### src/rtl/axi_mst_read_pkg.sv
// axi_mst_read_pkg: shared FSM state type, AXI constants and size helper for the DDR read master.
package axi_mst_read_pkg;
    typedef enum logic [3:0] {INIT, TRIG, READ_REGS, INIT_ADDR, ROOM, ADDR, DATA, DRAIN, TRIG_END, END} state_t;
    localparam logic [2:0] AXI_PROT_DATA = 3'b010;
    function automatic logic [2:0] axsize(input int bytes);
        return 3'($clog2(bytes));
    endfunction
endpackage

### src/rtl/axi_mst_read_if.sv
// axi_mst_read_if: AXI4 read address/data channels plus the AXIS output stream of the read master.
interface axi_mst_read_if #(parameter int ID_WIDTH = 1, parameter int DATA_WIDTH = 64);
    logic [ID_WIDTH-1:0]     arid;
    logic [31:0]             araddr;
    logic [3:0]              arlen;
    logic [2:0]              arsize;
    logic [1:0]              arburst;
    logic                    arlock;
    logic [3:0]              arcache;
    logic [2:0]              arprot;
    logic [3:0]              arregion;
    logic [3:0]              arqos;
    logic                    arvalid;
    logic                    arready;
    logic [ID_WIDTH-1:0]     rid;
    logic [DATA_WIDTH-1:0]   rdata;
    logic [1:0]              rresp;
    logic                    rlast;
    logic                    rvalid;
    logic                    rready;
    logic [DATA_WIDTH-1:0]   tdata;
    logic [DATA_WIDTH/8-1:0] tstrb;
    logic                    tlast;
    logic                    tvalid;
    logic                    tready;
    modport master(
        output arid, araddr, arlen, arsize, arburst, arlock, arcache, arprot, arregion, arqos, arvalid, rready,
        output tdata, tstrb, tlast, tvalid,
        input  arready, rid, rdata, rresp, rlast, rvalid, tready
    );
    modport slave(
        input  arid, araddr, arlen, arsize, arburst, arlock, arcache, arprot, arregion, arqos, arvalid, rready,
        input  tdata, tstrb, tlast, tvalid,
        output arready, rid, rdata, rresp, rlast, rvalid, tready
    );
endinterface

### src/rtl/axi_mst_read_fifo.sv
// axi_mst_read_fifo: sync FIFO of {tlast,data} with a registered output stage and free-entry count.
module axi_mst_read_fifo #(
    parameter int W     = 65,
    parameter int DEPTH = 32,
    parameter int AW    = $clog2(DEPTH),
    parameter int CW    = $clog2(DEPTH + 1)
) (
    input  logic          clk,
    input  logic          rstn,
    input  logic          push,
    input  logic [W-1:0]  din,
    input  logic          ready,
    output logic          valid,
    output logic [W-1:0]  dout,
    output logic [CW-1:0] free,
    output logic          idle
);
    logic [W-1:0]  mem [DEPTH];
    logic [AW-1:0] wp, rp;
    logic [CW-1:0] cnt;
    logic          pop;
    // Refill the output register whenever it is empty or being consumed this cycle.
    assign pop  = cnt != 0 && (!valid || ready);
    assign free = CW'(DEPTH) - cnt;
    assign idle = cnt == 0 && !valid;
    always_ff @(posedge clk)
        if (push) mem[wp] <= din;
    always_ff @(posedge clk or negedge rstn)
        if (!rstn) begin
            wp    <= '0;
            rp    <= '0;
            cnt   <= '0;
            valid <= 1'b0;
            dout  <= '0;
        end else begin
            if (push) wp <= wp == AW'(DEPTH - 1) ? '0 : wp + 1'b1;
            if (pop) rp <= rp == AW'(DEPTH - 1) ? '0 : rp + 1'b1;
            cnt <= cnt + CW'(push) - CW'(pop);
            if (pop) begin
                dout  <= mem[rp];
                valid <= 1'b1;
            end else if (ready) valid <= 1'b0;
        end
endmodule

### src/rtl/synchronizer_n.sv
// synchronizer_n: N-flop resynchroniser for asynchronous level inputs.
module synchronizer_n #(parameter int N = 2) (
    input  logic clk,
    input  logic rstn,
    input  logic d,
    output logic q
);
    logic [N-1:0] s;
    always_ff @(posedge clk or negedge rstn)
        if (!rstn) s <= '0;
        else s <= {s[N-2:0], d};
    assign q = s[N-1];
endmodule

### src/rtl/axi_mst_read.sv
// axi_mst_read: AXI4 INCR burst read master streaming DDR data to AXIS for bandwidth tests.
// Define AXI_MST_READ_RRESP_CHK_EN to add the sticky ERR_REG (bad rresp or burst-length error).
module axi_mst_read
    import axi_mst_read_pkg::*;
#(
    parameter int ID_WIDTH   = 1,
    parameter int DATA_WIDTH = 64,
    parameter int BURST_SIZE = 15,
    parameter int FIFO_DEPTH = 32
) (
    input  logic        clk,
    input  logic        rstn,
    input  logic        trigger,
    input  logic        START_REG,
    input  logic [31:0] ADDR_REG,
    input  logic [31:0] NBURST_REG,
    axi_mst_read_if.master bus
`ifdef AXI_MST_READ_RRESP_CHK_EN
    , output logic      ERR_REG
`endif
);
    localparam int          BEATS = BURST_SIZE + 1;
    localparam int          CW    = $clog2(FIFO_DEPTH + 1);
    localparam logic [31:0] BPB   = 32'(BEATS * DATA_WIDTH / 8);
    state_t          state;
    logic            start_s, trig_s, push, idle, len_err, arvalid, rready;
    logic [31:0]     araddr, base, nburst_r, cnt_nb;
    logic [3:0]      beat;
    logic [CW-1:0]   free;
    logic [DATA_WIDTH:0] fifo_out;
    synchronizer_n #(.N(2)) u_sync_start (.clk, .rstn, .d(START_REG), .q(start_s));
    synchronizer_n #(.N(2)) u_sync_trig (.clk, .rstn, .d(trigger), .q(trig_s));
    assign bus.arid     = '0;
    assign bus.araddr   = araddr;
    assign bus.arlen    = 4'(BURST_SIZE);
    assign bus.arsize   = axsize(DATA_WIDTH / 8);
    assign bus.arburst  = 2'b01;
    assign bus.arlock   = 1'b0;
    assign bus.arcache  = '0;
    assign bus.arprot   = AXI_PROT_DATA;
    assign bus.arregion = '0;
    assign bus.arqos    = '0;
    assign bus.arvalid  = arvalid;
    assign bus.rready   = rready;
    assign bus.tstrb    = '1;
    assign bus.tdata    = fifo_out[DATA_WIDTH-1:0];
    assign bus.tlast    = fifo_out[DATA_WIDTH];
    assign push         = bus.rvalid && rready;
    axi_mst_read_fifo #(.W(DATA_WIDTH + 1), .DEPTH(FIFO_DEPTH)) u_fifo (
        .clk, .rstn, .push,
        .din({bus.rlast && cnt_nb + 32'd1 == nburst_r, bus.rdata}),
        .ready(bus.tready), .valid(bus.tvalid), .dout(fifo_out), .free, .idle
    );
    always_ff @(posedge clk or negedge rstn)
        if (!rstn) begin
            state    <= INIT;
            araddr   <= '0;
            arvalid  <= 1'b0;
            rready   <= 1'b0;
            base     <= '0;
            nburst_r <= '0;
            cnt_nb   <= '0;
            beat     <= '0;
            len_err  <= 1'b0;
        end else
            case (state)
                INIT:      if (start_s) state <= TRIG;
                TRIG:      if (trig_s) state <= READ_REGS;
                READ_REGS: begin
                    base     <= ADDR_REG;
                    nburst_r <= NBURST_REG;
                    cnt_nb   <= '0;
                    len_err  <= 1'b0;
                    state    <= INIT_ADDR;
                end
                INIT_ADDR: begin
                    araddr <= base;
                    state  <= ROOM;
                end
                ROOM:
                    if (cnt_nb == nburst_r) state <= DRAIN;
                    else if (free >= CW'(BEATS)) begin
                        arvalid <= 1'b1;
                        state   <= ADDR;
                    end
                ADDR:
                    if (bus.arready) begin
                        arvalid <= 1'b0;
                        rready  <= 1'b1;
                        beat    <= '0;
                        state   <= DATA;
                    end
                // Length errors are only flagged; the burst still ends on the slave's rlast.
                DATA:
                    if (bus.rvalid) begin
                        beat    <= beat + 1'b1;
                        len_err <= len_err | (bus.rlast ? beat != 4'(BURST_SIZE) : beat == 4'(BURST_SIZE));
                        if (bus.rlast) begin
                            rready <= 1'b0;
                            cnt_nb <= cnt_nb + 32'd1;
                            araddr <= araddr + BPB;
                            state  <= ROOM;
                        end
                    end
                DRAIN:     if (idle) state <= TRIG_END;
                TRIG_END:  if (!trig_s) state <= END;
                END:       if (!start_s) state <= INIT;
                default:   state <= INIT;
            endcase
`ifdef AXI_MST_READ_RRESP_CHK_EN
    logic rresp_err, unused;
    always_ff @(posedge clk or negedge rstn)
        if (!rstn) rresp_err <= 1'b0;
        else if (state == READ_REGS) rresp_err <= 1'b0;
        else if (push && bus.rresp != 2'b00) rresp_err <= 1'b1;
    assign ERR_REG = rresp_err | len_err;
    assign unused  = ^bus.rid;
`else
    logic unused;
    assign unused = ^{bus.rid, bus.rresp, len_err};
`endif
endmodule

### src/flat_wrapper.sv
// flat-port wrapper written by rule: the top's interface ports become plain ports
module axi_mst_read_flat import axi_mst_read_pkg::*;
#(
    parameter int ID_WIDTH   = 1,
    parameter int DATA_WIDTH = 64,
    parameter int BURST_SIZE = 15,
    parameter int FIFO_DEPTH = 32
)
  (clk, rstn, trigger, START_REG, ADDR_REG, NBURST_REG, bus_arid, bus_araddr, bus_arlen, bus_arsize, bus_arburst, bus_arlock, bus_arcache, bus_arprot, bus_arregion, bus_arqos, bus_arvalid, bus_rready, bus_tdata, bus_tstrb, bus_tlast, bus_tvalid, bus_arready, bus_rid, bus_rdata, bus_rresp, bus_rlast, bus_rvalid, bus_tready);
  axi_mst_read_if #(.ID_WIDTH(ID_WIDTH), .DATA_WIDTH(DATA_WIDTH)) bus_i ();
  input  logic clk;
  input  logic rstn;
  input  logic trigger;
  input  logic START_REG;
  input  logic [31:0] ADDR_REG;
  input  logic [31:0] NBURST_REG;
  output wire logic [$bits(bus_i.arid)-1:0] bus_arid;
  output wire logic [$bits(bus_i.araddr)-1:0] bus_araddr;
  output wire logic [$bits(bus_i.arlen)-1:0] bus_arlen;
  output wire logic [$bits(bus_i.arsize)-1:0] bus_arsize;
  output wire logic [$bits(bus_i.arburst)-1:0] bus_arburst;
  output wire logic [$bits(bus_i.arlock)-1:0] bus_arlock;
  output wire logic [$bits(bus_i.arcache)-1:0] bus_arcache;
  output wire logic [$bits(bus_i.arprot)-1:0] bus_arprot;
  output wire logic [$bits(bus_i.arregion)-1:0] bus_arregion;
  output wire logic [$bits(bus_i.arqos)-1:0] bus_arqos;
  output wire logic [$bits(bus_i.arvalid)-1:0] bus_arvalid;
  output wire logic [$bits(bus_i.rready)-1:0] bus_rready;
  output wire logic [$bits(bus_i.tdata)-1:0] bus_tdata;
  output wire logic [$bits(bus_i.tstrb)-1:0] bus_tstrb;
  output wire logic [$bits(bus_i.tlast)-1:0] bus_tlast;
  output wire logic [$bits(bus_i.tvalid)-1:0] bus_tvalid;
  input wire logic [$bits(bus_i.arready)-1:0] bus_arready;
  input wire logic [$bits(bus_i.rid)-1:0] bus_rid;
  input wire logic [$bits(bus_i.rdata)-1:0] bus_rdata;
  input wire logic [$bits(bus_i.rresp)-1:0] bus_rresp;
  input wire logic [$bits(bus_i.rlast)-1:0] bus_rlast;
  input wire logic [$bits(bus_i.rvalid)-1:0] bus_rvalid;
  input wire logic [$bits(bus_i.tready)-1:0] bus_tready;
  assign bus_arid = bus_i.arid;
  assign bus_araddr = bus_i.araddr;
  assign bus_arlen = bus_i.arlen;
  assign bus_arsize = bus_i.arsize;
  assign bus_arburst = bus_i.arburst;
  assign bus_arlock = bus_i.arlock;
  assign bus_arcache = bus_i.arcache;
  assign bus_arprot = bus_i.arprot;
  assign bus_arregion = bus_i.arregion;
  assign bus_arqos = bus_i.arqos;
  assign bus_arvalid = bus_i.arvalid;
  assign bus_rready = bus_i.rready;
  assign bus_tdata = bus_i.tdata;
  assign bus_tstrb = bus_i.tstrb;
  assign bus_tlast = bus_i.tlast;
  assign bus_tvalid = bus_i.tvalid;
  assign bus_i.arready = bus_arready;
  assign bus_i.rid = bus_rid;
  assign bus_i.rdata = bus_rdata;
  assign bus_i.rresp = bus_rresp;
  assign bus_i.rlast = bus_rlast;
  assign bus_i.rvalid = bus_rvalid;
  assign bus_i.tready = bus_tready;
  axi_mst_read #(.ID_WIDTH(ID_WIDTH), .DATA_WIDTH(DATA_WIDTH), .BURST_SIZE(BURST_SIZE), .FIFO_DEPTH(FIFO_DEPTH)) u_core (.clk(clk), .rstn(rstn), .trigger(trigger), .START_REG(START_REG), .ADDR_REG(ADDR_REG), .NBURST_REG(NBURST_REG), .bus(bus_i));
endmodule
### config.mk
export PLATFORM = sky130hd
export DESIGN_NAME = axi_mst_read_flat
export DESIGN_NICKNAME = d
export VERILOG_FILES = /design/src/rtl/axi_mst_read_pkg.sv /design/src/rtl/axi_mst_read_if.sv /design/src/rtl/axi_mst_read_fifo.sv /design/src/rtl/synchronizer_n.sv /design/src/rtl/axi_mst_read.sv /design/src/flat_wrapper.sv
export SDC_FILE = /design/constraint.sdc
export NUM_CORES = 2
export LEC_CHECK = 0
export ABC_CLOCK_PERIOD_IN_PS = 8200
export CAP_MARGIN = 10
export CORE_AREA = 5 5 375 377
export DETAILED_ROUTE_END_ITERATION = 10
export DIE_AREA = 0 0 380 382
export GPL_TIMING_DRIVEN = 0
export PLACE_DENSITY = 0.92
export RECOVER_POWER = 50
export SYNTH_ARGS = -nofsm -noshare
export SYNTH_HDL_FRONTEND = slang
export SYNTH_SLANG_ARGS = --single-unit
### constraint.sdc
create_clock -name clk -period 8.2 [get_ports clk]
set_input_delay 2.05 -clock clk [delete_from_list [all_inputs] [get_ports clk]]
set_output_delay 2.05 -clock clk [all_outputs]
set_load 0.03 [all_outputs]
==> impl_metrics.tcl <==
set metrics [dict create \
    crit_fanout 10 \
    worstPathArrival_ns 7.07 \
    crit_path_launch_type "input port" \
    finalWirelength_um 313400 \
    cts_buffers 211 \
    grt_start_max_net_pins 83 \
    routed_wire_length_per_instance_um 46.99 \
    timing.final.crit_share_pct 76.78 \
    post_route_cells_drive_above_1_share_pct 26.30 \
    portBuffers 234 \
    fmax_mhz 158.8 \
    worst_r2r_path_depth 16 \
    timing.clock.skew_ns 0.05719 \
    first_iter_violations 10970 \
    track_usage_pct 42.03 \
    finalWeightedCongestion 0.8713 \
    clockBufferDepth 3 \
    synth_enable_flop_cells 2080 \
    synth_top_cells_by_count "sky130_fd_sc_hd__edfxtp_1, sky130_fd_sc_hd__mux4_2, sky130_fd_sc_hd__dfrtp_1, sky130_fd_sc_hd__clkbuf_1, sky130_fd_sc_hd__nand2_1" \
    timing.critical_path.from "bus_tready" \
    chipHeight_um 382 \
    power.static_leakage_uw 0.03373 \
    synth_seq_area_share_pct 75.98 \
    min-delay-path-class "flop to flop" \
    placed_cells_incl_taps 6228 \
    cts.htree.levels 4 \
    ant_nets 0 \
    grt_setup_unrepaired "false" \
    synth.lib_cells_used.distinct 66 \
    report.power.total_uw 36080 \
    power.density_nw_per_um2 348.4 \
    final-setup-viol-count 0 \
    synthFlopType "sky130_fd_sc_hd__edfxtp_1" \
    initial_utilization_pct 65.38 \
    ff_latch_count_synth 2300 \
    cts.sink_count 2300 \
    mappedNetlistArea_um2 89450 \
    cts_clk_pin_slew_worst_paths_ns 0.07 \
    yosys.area.top_type "sky130_fd_sc_hd__edfxtp_1" \
    wire_length_of_the_first_global_routing_pass_um 419300 \
    ys_warn_count 0 \
    number_of_global_route_vias_before_repair 52270 \
    nFillCells 6566 \
    reg2reg_from "u_core.u_fifo.cnt[2]" \
    synth.most_common_cell "sky130_fd_sc_hd__edfxtp_1" \
    rows 136 \
    critical_path.endpoint "u_core.u_fifo.cnt[4]" \
    dpl-instance-area_um2 96230 \
    transition_time_of_the_tightest_slew_check_pin_ns 5.172 \
    finalHoldViolCount 0 \
    final_cell_area_um2 103600 \
    die_width_um 380 \
    endpoint_kind "flop" \
    crit_required_ns 8.98 \
    timing.max_cap.violations 1 \
    syn_to_final_growth_pct 15.77 \
    synth-async-reset-ratio_pct 9.565 \
    drc_errors 0 \
    crit-reg2reg-capture "u_core.u_fifo.cnt[4]" \
    run_status "finished, violations left" \
    design.final.nets 4827 \
    postSynthAreaPerCell_um2 21.91 \
    peakVddDrop_mv 0.2820 \
    num_ports 273 \
    synthesis.instances 4083 \
    cts_setup_buffers 0 \
    failed_checks "capacitance limit, slew limit" \
    cts.hold.buffers_added 0 \
    clock_insertion_delay_worst_skew_ns 0.87 \
    antenna_found_initial 29 \
    slew-limit-headroom_pct -244.8 \
    criticalPathCategory "input port to flop" \
    cts_tree "built" \
    cts_root_buffer "sky130_fd_sc_hd__clkbuf_16" \
    netlist_top_cells_area "sky130_fd_sc_hd__edfxtp_1, sky130_fd_sc_hd__mux4_2, sky130_fd_sc_hd__dfrtp_1" \
    synth_top_area_share_pct 69.83 \
    regToRegSetupSlack_ns 2.63 \
    fin_cells 6670 \
    post_drt_via_cell_ratio 8.020 \
    design.die.area_um2 145200 \
    number_of_cells_upsized_or_downsized_after_cts 0 \
    drv_slew 65 \
    globalRouteOverflowTotal 0 \
    first_pass_iters 9 \
    core-area_um2 136800 \
    utilization_pct 75.70 \
    dp_hpwl_um 171300 \
    vias 53500 \
    setup_total_negative_slack_ns 0 \
    timing.final.crit_period_ns 6.296 \
]
## metal layers
layer / track usage [%] / up-vias / share of wire (%)
li1: - / 18150 / -
met1: 51.29 / 26000 / 28
met2: 66.00 / 7370 / 46
met3: 12.35 / 1956 / 15
met4: 28.91 / 14 / 10
met5: 0 / - / 0.034
## logic make-up after synthesis
family	Yosys count	synth area share, %
simple gates	397	2.130
xor+xnor	81	0.7931
compound gates	220	1.413
other cells	2	0.008396
fa+ha+maj	21	0.2993
flops	2300	75.98
mux	787	18.00
buf+inv	275	1.378
## through the flow
step                      hold WS, ns  worst slack [ns]
after detailed placement       0.3371             1.645
after floorplan                0.3312             2.373
final                          0.3587             1.904
after global placement         0.3422            -5.454
after global routing           0.3595             1.639
after CTS                      0.3583             2.404
## layout make-up
| cell class | instances | area (um^2) | area share [%] |
|---|---|---|---|
| flip-flops and latches | 2300 | 67970 | 65.63 |
| multi-input cells | 1540 | 20630 | 19.92 |
| clock buffers | 286 | 5932 | 5.728 |
| repair buffers | 340 | 4344 | 4.195 |
| well taps | 1794 | 2245 | 2.167 |
| plain buffers | 254 | 1161 | 1.121 |
| clock inverters | 111 | 1147 | 1.108 |
| inverters | 21 | 78.83 | 0.07612 |
| diodes | 24 | 60.06 | 0.05799 |
## report_power, final
group	internal (uW)	total, uW	switching [uW]
combinational	4400	11100	6650
clock	5670	10500	4850
sequential	13800	14500	705
## cells in the final DEF, fill, tap and decap left out, types with 12 or more instances in the layout
cell,n
sky130_fd_sc_hd__inv_1,21
sky130_fd_sc_hd__xor2_1,44
sky130_fd_sc_hd__clkinv_2,35
sky130_fd_sc_hd__buf_12,69
sky130_fd_sc_hd__buf_4,34
sky130_fd_sc_hd__nand2_1,129
sky130_fd_sc_hd__conb_1,34
sky130_fd_sc_hd__dfrtp_1,220
sky130_fd_sc_hd__buf_16,15
sky130_fd_sc_hd__nand4_1,23
sky130_fd_sc_hd__clkbuf_16,219
sky130_fd_sc_hd__nand3_1,38
sky130_fd_sc_hd__dlygate4sd3_1,68
sky130_fd_sc_hd__clkinv_1,32
sky130_fd_sc_hd__clkbuf_1,190
sky130_fd_sc_hd__mux4_2,650
sky130_fd_sc_hd__ha_1,19
sky130_fd_sc_hd__nor3_1,31
sky130_fd_sc_hd__xnor2_1,37
sky130_fd_sc_hd__nor2_4,32
sky130_fd_sc_hd__o21ai_0,112
sky130_fd_sc_hd__edfxtp_1,2080
sky130_fd_sc_hd__diode_2,24
sky130_fd_sc_hd__o22ai_1,12
sky130_fd_sc_hd__buf_2,55
sky130_fd_sc_hd__a21oi_1,51
sky130_fd_sc_hd__clkdlybuf4s50_1,165
sky130_fd_sc_hd__bufinv_16,18
sky130_fd_sc_hd__mux2i_1,65
sky130_fd_sc_hd__clkbuf_8,20
sky130_fd_sc_hd__mux2_2,68
sky130_fd_sc_hd__nor2_1,69
sky130_fd_sc_hd__buf_1,24
## registers in the layout (all words and copies together), names as in the netlist, 2 cells and up
| signal | cells |
|---|---|
| u_core.u_fifo.mem | 2080 |
| u_core.u_fifo.dout | 65 |
| u_core.base | 32 |
| u_core.bus.araddr | 32 |
| u_core.cnt_nb | 32 |
| u_core.nburst_r | 32 |
| u_core.u_fifo.cnt | 6 |
| u_core.u_fifo.rp | 5 |
| u_core.u_fifo.wp | 5 |
| u_core.state | 4 |
| u_core.u_sync_start.s | 2 |
| u_core.u_sync_trig.s | 2 |
## critical path, stage by stage
cell and delay, ns:
sky130_fd_sc_hd__dlygate4sd3_1 0.60, sky130_fd_sc_hd__nand2b_1 0.20, sky130_fd_sc_hd__nand2_1 0.62, sky130_fd_sc_hd__clkbuf_2 0.83, sky130_fd_sc_hd__clkbuf_1 0.61, sky130_fd_sc_hd__inv_1 0.40
sky130_fd_sc_hd__ha_1 0.42, sky130_fd_sc_hd__inv_1 0.09, sky130_fd_sc_hd__ha_1 0.24, sky130_fd_sc_hd__fa_1 0.45, sky130_fd_sc_hd__a21oi_1 0.20, sky130_fd_sc_hd__nor2_1 0.06
sky130_fd_sc_hd__nor2_1 0.11, sky130_fd_sc_hd__xor2_1 0.18
## worst min-delay path by stage
stage	end	slack, ns	start	cells past startpoint
3_5_place_dp	u_core.u_sync_start.s[1]	0.34	u_core.u_sync_start.s[0]	0
2_1_floorplan	u_core.u_sync_start.s[1]	0.33	u_core.u_sync_start.s[0]	0
4_1_cts	u_core.u_sync_start.s[1]	0.36	u_core.u_sync_start.s[0]	0
5_1_grt	u_core.u_sync_start.s[1]	0.36	u_core.u_sync_start.s[0]	0
3_3_place_gp	u_core.u_sync_trig.s[1]	0.34	u_core.u_sync_trig.s[0]	0
6_report	u_core.u_sync_start.s[1]	0.36	u_core.u_sync_start.s[0]	0
Power figures use the tool's default switching activity.
